### src/rtl/battle_turn_sequencer.sv
// Battle turn scheduler: collects player/AI moves, orders attacks by speed, shares one
// damage unit through a req/done handshake, and owns both HP registers and the end flags.
module battle_turn_sequencer #(
  parameter int HP_W    = 4,
  parameter int DMG_W   = 4,
  parameter int SPD_W   = 4,
  parameter int HP_INIT = 15
) (
  input  logic             clk,
  input  logic             reset_n,
  input  logic             p_move_valid,
  input  logic [1:0]       p_move,
  output logic             p_move_ready,
  input  logic             ai_move_valid,
  input  logic [1:0]       ai_move,
  output logic             ai_move_ready,
  input  logic [SPD_W-1:0] p_speed,
  input  logic [SPD_W-1:0] ai_speed,
  output logic             dmg_req,
  output logic             dmg_attacker,
  output logic [1:0]       dmg_move,
  input  logic             dmg_done,
  input  logic [DMG_W-1:0] dmg_value,
  output logic [HP_W-1:0]  p_hp,
  output logic [HP_W-1:0]  ai_hp,
  output logic             victory,
  output logic             loss,
  output logic [7:0]       turn_count
);

  typedef enum logic [2:0] {
    S_COLLECT, S_WAIT1, S_APPLY1, S_WAIT2, S_APPLY2, S_VICTORY, S_LOSS
  } state_t;

  state_t            state_q, state_d;
  logic              p_lat_q, p_lat_d, ai_lat_q, ai_lat_d;
  logic [1:0]        p_move_q, p_move_d, ai_move_q, ai_move_d;
  logic              p_first_q, p_first_d;
  logic [DMG_W-1:0]  dmg_q, dmg_d;
  logic [HP_W-1:0]   p_hp_q, p_hp_d, ai_hp_q, ai_hp_d;
  logic [7:0]        turn_q, turn_d;

  logic              p_acc, ai_acc, both_held;
  logic              in_apply, victim_is_ai;
  logic [HP_W-1:0]   tgt_hp, new_hp;

  function automatic logic [HP_W-1:0] sat_sub(input logic [HP_W-1:0] hp,
                                              input logic [DMG_W-1:0] dmg);
    if (32'(dmg) >= 32'(hp)) sat_sub = '0;
    else                     sat_sub = hp - HP_W'(dmg);
  endfunction

  function automatic logic [7:0] sat_inc(input logic [7:0] cnt);
    sat_inc = (cnt == 8'hFF) ? cnt : cnt + 8'd1;
  endfunction

  // Handshake and attack-resolution terms shared by next-state and datapath logic
  always_comb begin
    p_acc        = (state_q == S_COLLECT) && !p_lat_q && p_move_valid;
    ai_acc       = (state_q == S_COLLECT) && !ai_lat_q && ai_move_valid;
    both_held    = (p_lat_q || p_acc) && (ai_lat_q || ai_acc);
    in_apply     = (state_q == S_APPLY1) || (state_q == S_APPLY2);
    victim_is_ai = (state_q == S_APPLY1) ? p_first_q : !p_first_q;
    tgt_hp       = victim_is_ai ? ai_hp_q : p_hp_q;
    new_hp       = sat_sub(tgt_hp, dmg_q);
  end

  always_ff @(posedge clk) begin
    if (!reset_n) begin
      state_q  <= S_COLLECT;
      p_lat_q  <= 1'b0;
      ai_lat_q <= 1'b0;
      p_hp_q   <= HP_W'(HP_INIT);
      ai_hp_q  <= HP_W'(HP_INIT);
      turn_q   <= 8'd0;
    end else begin
      state_q  <= state_d;
      p_lat_q  <= p_lat_d;
      ai_lat_q <= ai_lat_d;
      p_hp_q   <= p_hp_d;
      ai_hp_q  <= ai_hp_d;
      turn_q   <= turn_d;
    end
  end

  always_ff @(posedge clk) begin
    p_move_q  <= p_move_d;
    ai_move_q <= ai_move_d;
    p_first_q <= p_first_d;
    dmg_q     <= dmg_d;
  end

  always_comb begin
    state_d = state_q;
    case (state_q)
      S_COLLECT: if (both_held) state_d = S_WAIT1;
      S_WAIT1:   if (dmg_done) state_d = S_APPLY1;
      S_WAIT2:   if (dmg_done) state_d = S_APPLY2;
      S_APPLY1, S_APPLY2: begin
        if (new_hp == '0)             state_d = victim_is_ai ? S_VICTORY : S_LOSS;
        else if (state_q == S_APPLY1) state_d = S_WAIT2;
        else                          state_d = S_COLLECT;
      end
      default: state_d = state_q;
    endcase
  end

  // Move latches, speed order, damage capture, HP and turn counter
  always_comb begin
    p_lat_d   = p_lat_q || p_acc;
    ai_lat_d  = ai_lat_q || ai_acc;
    p_move_d  = p_acc ? p_move : p_move_q;
    ai_move_d = ai_acc ? ai_move : ai_move_q;
    p_first_d = p_first_q;
    dmg_d     = dmg_q;
    p_hp_d    = p_hp_q;
    ai_hp_d   = ai_hp_q;
    turn_d    = turn_q;
    if (state_q == S_COLLECT && both_held) p_first_d = (p_speed >= ai_speed);
    if ((state_q == S_WAIT1 || state_q == S_WAIT2) && dmg_done) dmg_d = dmg_value;
    if (in_apply) begin
      if (victim_is_ai) ai_hp_d = new_hp;
      else              p_hp_d  = new_hp;
      if (state_q == S_APPLY2 && new_hp != '0) begin
        turn_d   = sat_inc(turn_q);
        p_lat_d  = 1'b0;
        ai_lat_d = 1'b0;
      end
    end
  end

  always_comb begin
    p_move_ready  = (state_q == S_COLLECT) && !p_lat_q;
    ai_move_ready = (state_q == S_COLLECT) && !ai_lat_q;
    dmg_req       = (state_q == S_WAIT1) || (state_q == S_WAIT2);
    dmg_attacker  = 1'b0;
    dmg_move      = 2'd0;
    if (state_q == S_WAIT1 || state_q == S_APPLY1) begin
      dmg_attacker = !p_first_q;
      dmg_move     = p_first_q ? p_move_q : ai_move_q;
    end else if (state_q == S_WAIT2 || state_q == S_APPLY2) begin
      dmg_attacker = p_first_q;
      dmg_move     = p_first_q ? ai_move_q : p_move_q;
    end
    p_hp       = p_hp_q;
    ai_hp      = ai_hp_q;
    victory    = (state_q == S_VICTORY);
    loss       = (state_q == S_LOSS);
    turn_count = turn_q;
  end

endmodule

### config.mk
export PLATFORM = sky130hd
export DESIGN_NAME = battle_turn_sequencer
export DESIGN_NICKNAME = d
export VERILOG_FILES = /design/src/rtl/battle_turn_sequencer.sv
export SDC_FILE = /design/constraint.sdc
export NUM_CORES = 1
export LEC_CHECK = 0
export BUFFER_PORTS_ARGS = -buffer_cell sky130_fd_sc_hd__buf_2
export CAP_MARGIN = 10
export CORE_MARGIN = 2
export CORE_UTILIZATION = 34
export CTS_BUF_LIST = sky130_fd_sc_hd__clkbuf_8 sky130_fd_sc_hd__clkbuf_16
export CTS_CLUSTER_SIZE = 25
export DETAILED_ROUTE_END_ITERATION = 12
export PLACE_DENSITY_LB_ADDON = 0.1
export SLEW_MARGIN = 25
export SYNTH_ARGS = -nofsm -noshare
export SYNTH_HDL_FRONTEND = slang
export SYNTH_SLANG_ARGS = --single-unit
### constraint.sdc
create_clock -name clk -period 4 [get_ports clk]
set_input_delay 0 -clock clk [delete_from_list [all_inputs] [get_ports clk]]
set_output_delay 0 -clock clk [all_outputs]
set_load 0.05 [all_outputs]
==> run summary, run 1 <==
RUN STATUS
--------------------------------------------------------------------------------------
Run status                                                                finished, final reports clean

CRITICAL PATH
--------------------------------------------------------------------------------------
Crit path max-delay family                                                compound AO/OA/AOI/OAI gates
Kind of end point of the critical path                                        register
Worst EP required                                                              4200 ps
Number of cells on the worst reg-to-reg path                                        11
Type of the setup path with the least slack                                    reg2reg
Data arrival time of the critical path                                         3790 ps
Maximum fanout along the worst path                                                 19
Buf/Inv on CP                                                                        0
Worst setup slack for register-to-register paths                                410 ps
Max stage delay cell, worst path                                               o311a_1
List of cells traversed by the critical path                              nor2b_1 > and2_1 > xnor2_1 > mux2i_1 > ha_1 > fa_1 > nand2b_2 > o311ai_0 > o311a_1 > nor2_1 > a211oi_1
Critical path depth                                                                 11
Startpoint class of the critical path                                         register
Largest stage delay on the critical path                                        650 ps

SYNTH
--------------------------------------------------------------------------------------
Average footprint of a synthesized cell                                      8.79 um^2
Total of warnings raised by yosys                                                    0
Count of flip-flops with a built-in enable after synthesis                           9
Post-synthesis net count                                                           250
Distinct cells, synth                                                               53
Largest cells by area after synthesis                                     dfxtp_1 22%, edfxtp_1 14%, ha_1 5.9%, mux2i_1 4.7%, a21oi_1 3.6%
Dominant register cell in the synthesized netlist                              dfxtp_1
Area of the mapped netlist                                                0.00192 mm^2
Fraction of synthesized cell area taken by the top area cell type                21.8%
Leading area contributor after synthesis                                       dfxtp_1
Sequential share of the synthesized area                                         35.9%
Register bit count reported by yosys                                                30
Asr flop ratio synth                                                                0%
Gate count after technology mapping                                                219

PLACEMENT
--------------------------------------------------------------------------------------
DP HPWL                                                                        3.59 mm
IO buf count                                                                        44
Weighted congestion reported at the end of routability-driven placement          0.815
Number of instances in the placed design                                           333

DIE
--------------------------------------------------------------------------------------
Die Outline Area                                                          0.00628 mm^2
Die span in x                                                                  79.2 um
Number of rows in the core area                                                     27
I/O pin count                                                                       45
Standard cell core area                                                   0.00547 mm^2
Initial standard-cell utilization of the core                                    35.2%
Die Y-Extent                                                                   79.2 um

CLOCK TREE
--------------------------------------------------------------------------------------
Clock latency on the worst-skew pair                                            280 ps
Clock-pin slew of the registers on the worst-case setup and hold paths           70 ps
Deepest level of the CTS H-tree                                                      2
Longest Clk Path Bufs                                                                2
Root buf cell                                                                 clkbuf_8
CTS tree                                                                         built
Number of clock sinks seen by CTS                                                   30
Number of buffers created by CTS                                                     5
Resized Gates After CTS                                                              0

HOLD PATH
--------------------------------------------------------------------------------------
Hold/Removal Path Class                                                         in2reg
Hold Path Depth                                                                      2

GLOBAL ROUTING
--------------------------------------------------------------------------------------
Aggregate global routing overflow                                                    0
Number of antenna violations at the first check in global routing                    0
First-pass GRT wire length                                                     8.16 mm
Total routing usage reported by global routing                                   16.6%
Number of global-route vias before repair                                         1689
Maximum number of pins on one net before global-route repair                        20

FINISH
--------------------------------------------------------------------------------------
Post-route non-filler standard cell count                                          349
Share of cells above drive strength 1                                            24.2%
Storage element area                                                          691 um^2
Area used by multi-input combinational logic                              0.00113 mm^2
Diodes inserted                                                                      0
Area grow syn2layout                                                             25.4%
Post-layout net count                                                              307
Number of fill cells in the layout                                                 572

STA
--------------------------------------------------------------------------------------
Transition time at the pin with the least slew margin                           684 ps
Layout Skew                                                                    6.18 ps
Hold_ws                                                                        48.2 ps
Count of final max-slew check failures                                               0
Final hold violation count                                                           0
Final setup viols                                                                    0
Min Tclk post-route                                                            3590 ps
Final period util                                                                89.8%
Unrepaired setup endpoints after global routing                                     no
Max Clk Rate                                                                 0.278 GHz
Relative slew margins                                                            54.4%
Sum of negative setup slack                                                       0 ps

ROUTE
--------------------------------------------------------------------------------------
Final wirelength                                                               4.80 mm
Top metal layer carrying routed signals                                           met4
Sum of routed wire segments on met1                                            2.26 mm
Antenna violation net count after detailed routing                                   0
Mean routed wirelength per cell                                                13.7 um
Vias per Instance                                                                 5.11
Vias post-DR                                                                      1783
Count of routing violations after the opening detailed-route iteration              50
DR DRC count                                                                         0
Detailed-routed wire length on met2                                            2.29 mm
Met3 WL post-DR                                                                 218 um
Number of iterations in the first detailed-routing pass                              4

POWER
--------------------------------------------------------------------------------------
Leakage component of the power                                                 1.06 nW
Power density of the placed cells                                          463 mW/mm^2
PnR Total Power                                                                1.12 mW
Peak supply drop                                                              0.386 mV

RUN
--------------------------------------------------------------------------------------
Total of max-cap violations                                                          0

-- through the flow --
stage                     setup WS (ps)  area, um^2  utilization [%]
after floorplan                     801        1920                -
after global placement              496        2240             40.9
after detailed placement            466        2240             40.9
after CTS                           405        2410             44.1
after global routing                102        2410             44.1
final                               408        2410             44.1
-- cell usage in the layout, fill, tap and decap left out, drive strengths merged, types with 7 or more instances in the layout --
cell type and n:
buf 51, dfxtp 21, nand2 18, inv 15, a21oi 14, nor2 13
o21ai 10, nand3 10, mux2i 9, ha 9, edfxtp 9, dlygate4sd3 8
nor3 7
-- power by group --
part / total [mW] / internal (mW) / switching, mW
clock: 0.258 / 0.139 / 0.120
combinational: 0.491 / 0.162 / 0.329
sequential: 0.369 / 0.349 / 0.0204
total: 1.12 / 0.650 / 0.469
-- cell type report --
class | count | share of cell area, %
clock buffer | 6 | 3.42
clock inverter | 2 | 0.467
inverter | 14 | 2.18
multi-input combinational | 166 | 47.0
sequential | 30 | 28.6
tap | 72 | 3.73
timing repair buffer | 59 | 14.6
-- cells in the mapped netlist, types with 4 or more instances --
library cell  instances
ha_1                  9
or4_1                 4
dfxtp_1              21
inv_1                14
o21ai_0              10
and2_1                5
edfxtp_1              9
and3_1                4
nand3_1              10
nor2b_1               5
nand2b_1              5
o31ai_1               5
o211ai_1              6
clkbuf_1              4
nor3_1                6
nand2_1              18
a21oi_1              14
mux2i_1               9
nor2_1               12
-- kinds of logic after synthesis --
logic type | Yosys count | share of synthesized area [%]
AND/OR/NAND/NOR | 83 | 24.4
AO/OA/AOI/OAI | 59 | 20.3
flip-flops | 30 | 35.9
buffers and inverters | 23 | 5.20
multiplexers | 12 | 6.44
adder cells (fa/ha/maj) | 10 | 6.89
XOR/XNOR | 2 | 0.910
-- path summary, 6_finish.rpt --
kind	to	startpoint
max	p_lat_q$_SDFF_PN0_	state_q[1]$_SDFFE_PN0P_
min	ai_hp[1]$_SDFFE_PN1P_	reset_n
max reg2reg	p_lat_q$_SDFF_PN0_	state_q[1]$_SDFFE_PN0P_
min reg2reg	turn_count[7]$_SDFFE_PN0P_	turn_count[7]$_SDFFE_PN0P_
-- state kept, by name (all words and copies together) (netlist names) --
name        cells
ai_hp           4
ai_lat_q        1
ai_move_q       2
dmg_q           4
p_first_q       1
p_hp            4
p_lat_q         1
p_move_q        2
state_q         3
turn_count      8
-- per-layer routing --
metal	GRT usage (%)	up-vias
met1	22.6	815
met4	4.14	0
li1	-	923
met3	3.98	2
met2	26.4	43
met5	0	-
-- timing repair --
item / CTS / global route
setup endpoints to repair: 0 / 0
hold buffers: 8 / 0
setup buffers: 0 / 0
endpoints found under the hold margin: 8 / 0
Note: power is estimated with default switching activity, not from simulation.
==> run 2, diff against run 1 <==
--- a/config.mk
+++ b/config.mk
@@ -7,8 +7,10 @@
 export LEC_CHECK = 0
 export BUFFER_PORTS_ARGS = -buffer_cell sky130_fd_sc_hd__buf_2
 export CAP_MARGIN = 10
+export CELL_PAD_IN_SITES_DETAIL_PLACEMENT = 2
+export CELL_PAD_IN_SITES_GLOBAL_PLACEMENT = 2
 export CORE_MARGIN = 2
-export CORE_UTILIZATION = 34
+export CORE_UTILIZATION = 32
 export CTS_BUF_LIST = sky130_fd_sc_hd__clkbuf_8 sky130_fd_sc_hd__clkbuf_16
 export CTS_CLUSTER_SIZE = 25
 export DETAILED_ROUTE_END_ITERATION = 12
==> run summary, run 2 (synthesized netlist as in run 1, its figures left out) <==
FINISH
--------------------------------------------------------------------------------------
Post-layout net count                                                              307   unchanged
Diodes inserted                                                                      0   unchanged
Area used by multi-input combinational logic                              0.00113 mm^2   +0.11%
Number of flip-flops in the largest register                                         8   unchanged
Storage element area                                                          691 um^2   unchanged
Share of cells above drive strength 1                                            24.5%   +0.36 points
Final Util                                                                       42.0%   -2.1 points
Area grow syn2layout                                                             27.7%
Commonest non-fill, non-tap cell in the layout                                   buf_2
Design area                                                               0.00246 mm^2   +1.8%
Number of fill cells in the layout                                                 668   +17%
Top library cells by usage in the layout, fill and taps aside             44 x buf_2, 21 x dfxtp_1, 18 x nand2_1

CLOCK TREE
--------------------------------------------------------------------------------------
Number of post-CTS setup repair buffers                                              0   unchanged
Clock latency on the worst-skew pair                                            290 ps   about the same
Root buf cell                                                                 clkbuf_8
Number of buffers created by CTS                                                     5   unchanged
CTS tree                                                                         built
Number of clock sinks seen by CTS                                                   30   unchanged
Longest Clk Path Bufs                                                                2   unchanged
Clock-pin slew of the registers on the worst-case setup and hold paths           70 ps   about the same
Deepest level of the CTS H-tree                                                      2   unchanged

CRITICAL PATH
--------------------------------------------------------------------------------------
Data arrival time of the critical path                                         3820 ps   +30 ps
Worst EP required                                                              4220 ps   +20 ps
Startpoint class of the critical path                                         register
Kind of end point of the critical path                                        register
Maximum fanout along the worst path                                                 19   unchanged
Type of the setup path with the least slack                                    reg2reg

STA
--------------------------------------------------------------------------------------
Final worst-path setup slack                                                    402 ps   -6.30 ps
Count of final max-slew check failures                                               0   unchanged
Layout Skew                                                                    4.44 ps   -1.74 ps
Final period util                                                                89.9%   +0.16 points
Final setup viols                                                                    0   unchanged
Min Tclk post-route                                                            3600 ps   +6.30 ps
Final hold violation count                                                           0   unchanged
Relative slew margins                                                            51.2%   -3.2 points
Hold_ws                                                                        39.8 ps   -8.43 ps
Sum of negative setup slack                                                       0 ps   unchanged
Unrepaired setup endpoints after global routing                                     no
Transition time at the pin with the least slew margin                           732 ps   +48.2 ps
Max Clk Rate                                                                 0.278 GHz   -0.17%

POWER
--------------------------------------------------------------------------------------
Peak supply drop                                                              0.292 mV   -24%
Leakage component of the power                                                 1.08 nW   +1.5%
Power density of the placed cells                                          498 mW/mm^2   +7.4%

DIE
--------------------------------------------------------------------------------------
Number of rows in the core area                                                     28   +3.7%
Initial standard-cell utilization of the core                                    32.9%   -2.3 points
I/O pin count                                                                       45   unchanged
Standard cell core area                                                   0.00585 mm^2   +6.9%
Die Outline Area                                                          0.00665 mm^2   +5.9%
Die Y-Extent                                                                   81.5 um   +2.9%
Die span in x                                                                  81.5 um   +2.9%

GLOBAL ROUTING
--------------------------------------------------------------------------------------
Total routing usage reported by global routing                                   19.5%   +2.9 points
Aggregate global routing overflow                                                    0   unchanged
Maximum number of pins on one net before global-route repair                        20   unchanged
Number of antenna violations at the first check in global routing                    0   unchanged
Number of global-route vias before repair                                         1922   +14%
First-pass GRT wire length                                                     9.76 mm   +20%

RUN STATUS
--------------------------------------------------------------------------------------
Run status                                                                finished, final reports clean

ROUTE
--------------------------------------------------------------------------------------
Mean routed wirelength per cell                                                17.3 um   +26%
Count of routing violations after the opening detailed-route iteration              35   -30%
Final wirelength                                                               6.09 mm   +27%
Vias per Instance                                                                 5.31   +4.0%
Number of iterations in the first detailed-routing pass                              5   +1
Vias post-DR                                                                      1870   +4.9%
Antenna violation net count after detailed routing                                   0   unchanged
DR DRC count                                                                         0   unchanged

PLACEMENT
--------------------------------------------------------------------------------------
Cell area reported after detailed placement                               0.00224 mm^2   +0.17%
IO buf count                                                                        44   unchanged
DP HPWL                                                                        4.42 mm   +23%
Weighted congestion reported at the end of routability-driven placement          0.809   -0.78%
Post-Place Worst Slack                                                          347 ps   -119 ps

HOLD PATH
--------------------------------------------------------------------------------------
Hold/Removal Path Class                                                         in2reg

RUN
--------------------------------------------------------------------------------------
Total of max-cap violations                                                          0   unchanged

## run 2: cell count changes in the layout (fill, tap and decap cells not counted)
cell and delta:
o311a_2 +1, clkinv_2 -1, clkbuf_16 +2, inv_4 -1
o311a_1 -1
## run 2: area by class of cell
cell class	instances	share of cell area, %
multi-input combinational	166	46.2
sequential	30	28.1
timing repair buffer	59	14.4
clock buffer	8	5.40
tap	75	3.82
inverter	14	2.14
## run 2: critical path: stages, from the launching register on
cell	delay, ps
dfxtp_1	320
nor2b_1	160
and2_1	190
xnor2_1	390
mux2_2	420
inv_1	80
fa_1	440
inv_1	190
nor3_1	130
o311a_2	500
or4_1	540
a21oi_1	150
## run 2: final timing paths
check	startpoint	end	slack [ps]	depth (start not counted)
worst max-delay path	state_q[1]$_SDFFE_PN0P_	turn_count[6]$_SDFFE_PN0P_	400	11
worst min-delay path	reset_n	ai_hp[1]$_SDFFE_PN1P_	40	2
worst max register to register	state_q[1]$_SDFFE_PN0P_	turn_count[6]$_SDFFE_PN0P_	400	11
worst min register to register	turn_count[7]$_SDFFE_PN0P_	turn_count[7]$_SDFFE_PN0P_	490	2
## run 2: repair_timing
| action | CTS | global route |
|---|---|---|
| setup endpoints to repair | 0 | 3 |
| endpoints found under the hold margin | 8 | 0 |
| gates resized for setup | 0 | 1 |
| hold buffers | 8 | 0 |
## run 2: power by group
part	internal [mW]	switching [mW]	total (mW)	leakage [nW]
registers	0.349	0.0227	0.372	0.255
logic	0.164	0.349	0.512	0.754
clock network	0.215	0.124	0.339	0.0678
total	0.728	0.495	1.22	1.08
## run 2: through the flow
| step | cells | power, mW |
|---|---|---|
| finish | 352 | 1.22 |
| global route | 352 | 1.30 |
| CTS | 352 | 1.24 |
| detailed placement | 336 | 0.880 |
| global placement | 336 | 0.873 |
| floorplan | 219 | 0.747 |
## run 2: metal layers
| metal | global-route usage (%) | part of all wire (%) | vias to the layer above |
|---|---|---|---|
| met4 | 6.44 | 1.5 | 0 |
| met5 | 0 | 0 | - |
| met2 | 35.7 | 51 | 32 |
| met1 | 22.9 | 44 | 909 |
| met3 | 3.41 | 2.8 | 8 |
| li1 | - | - | 921 |
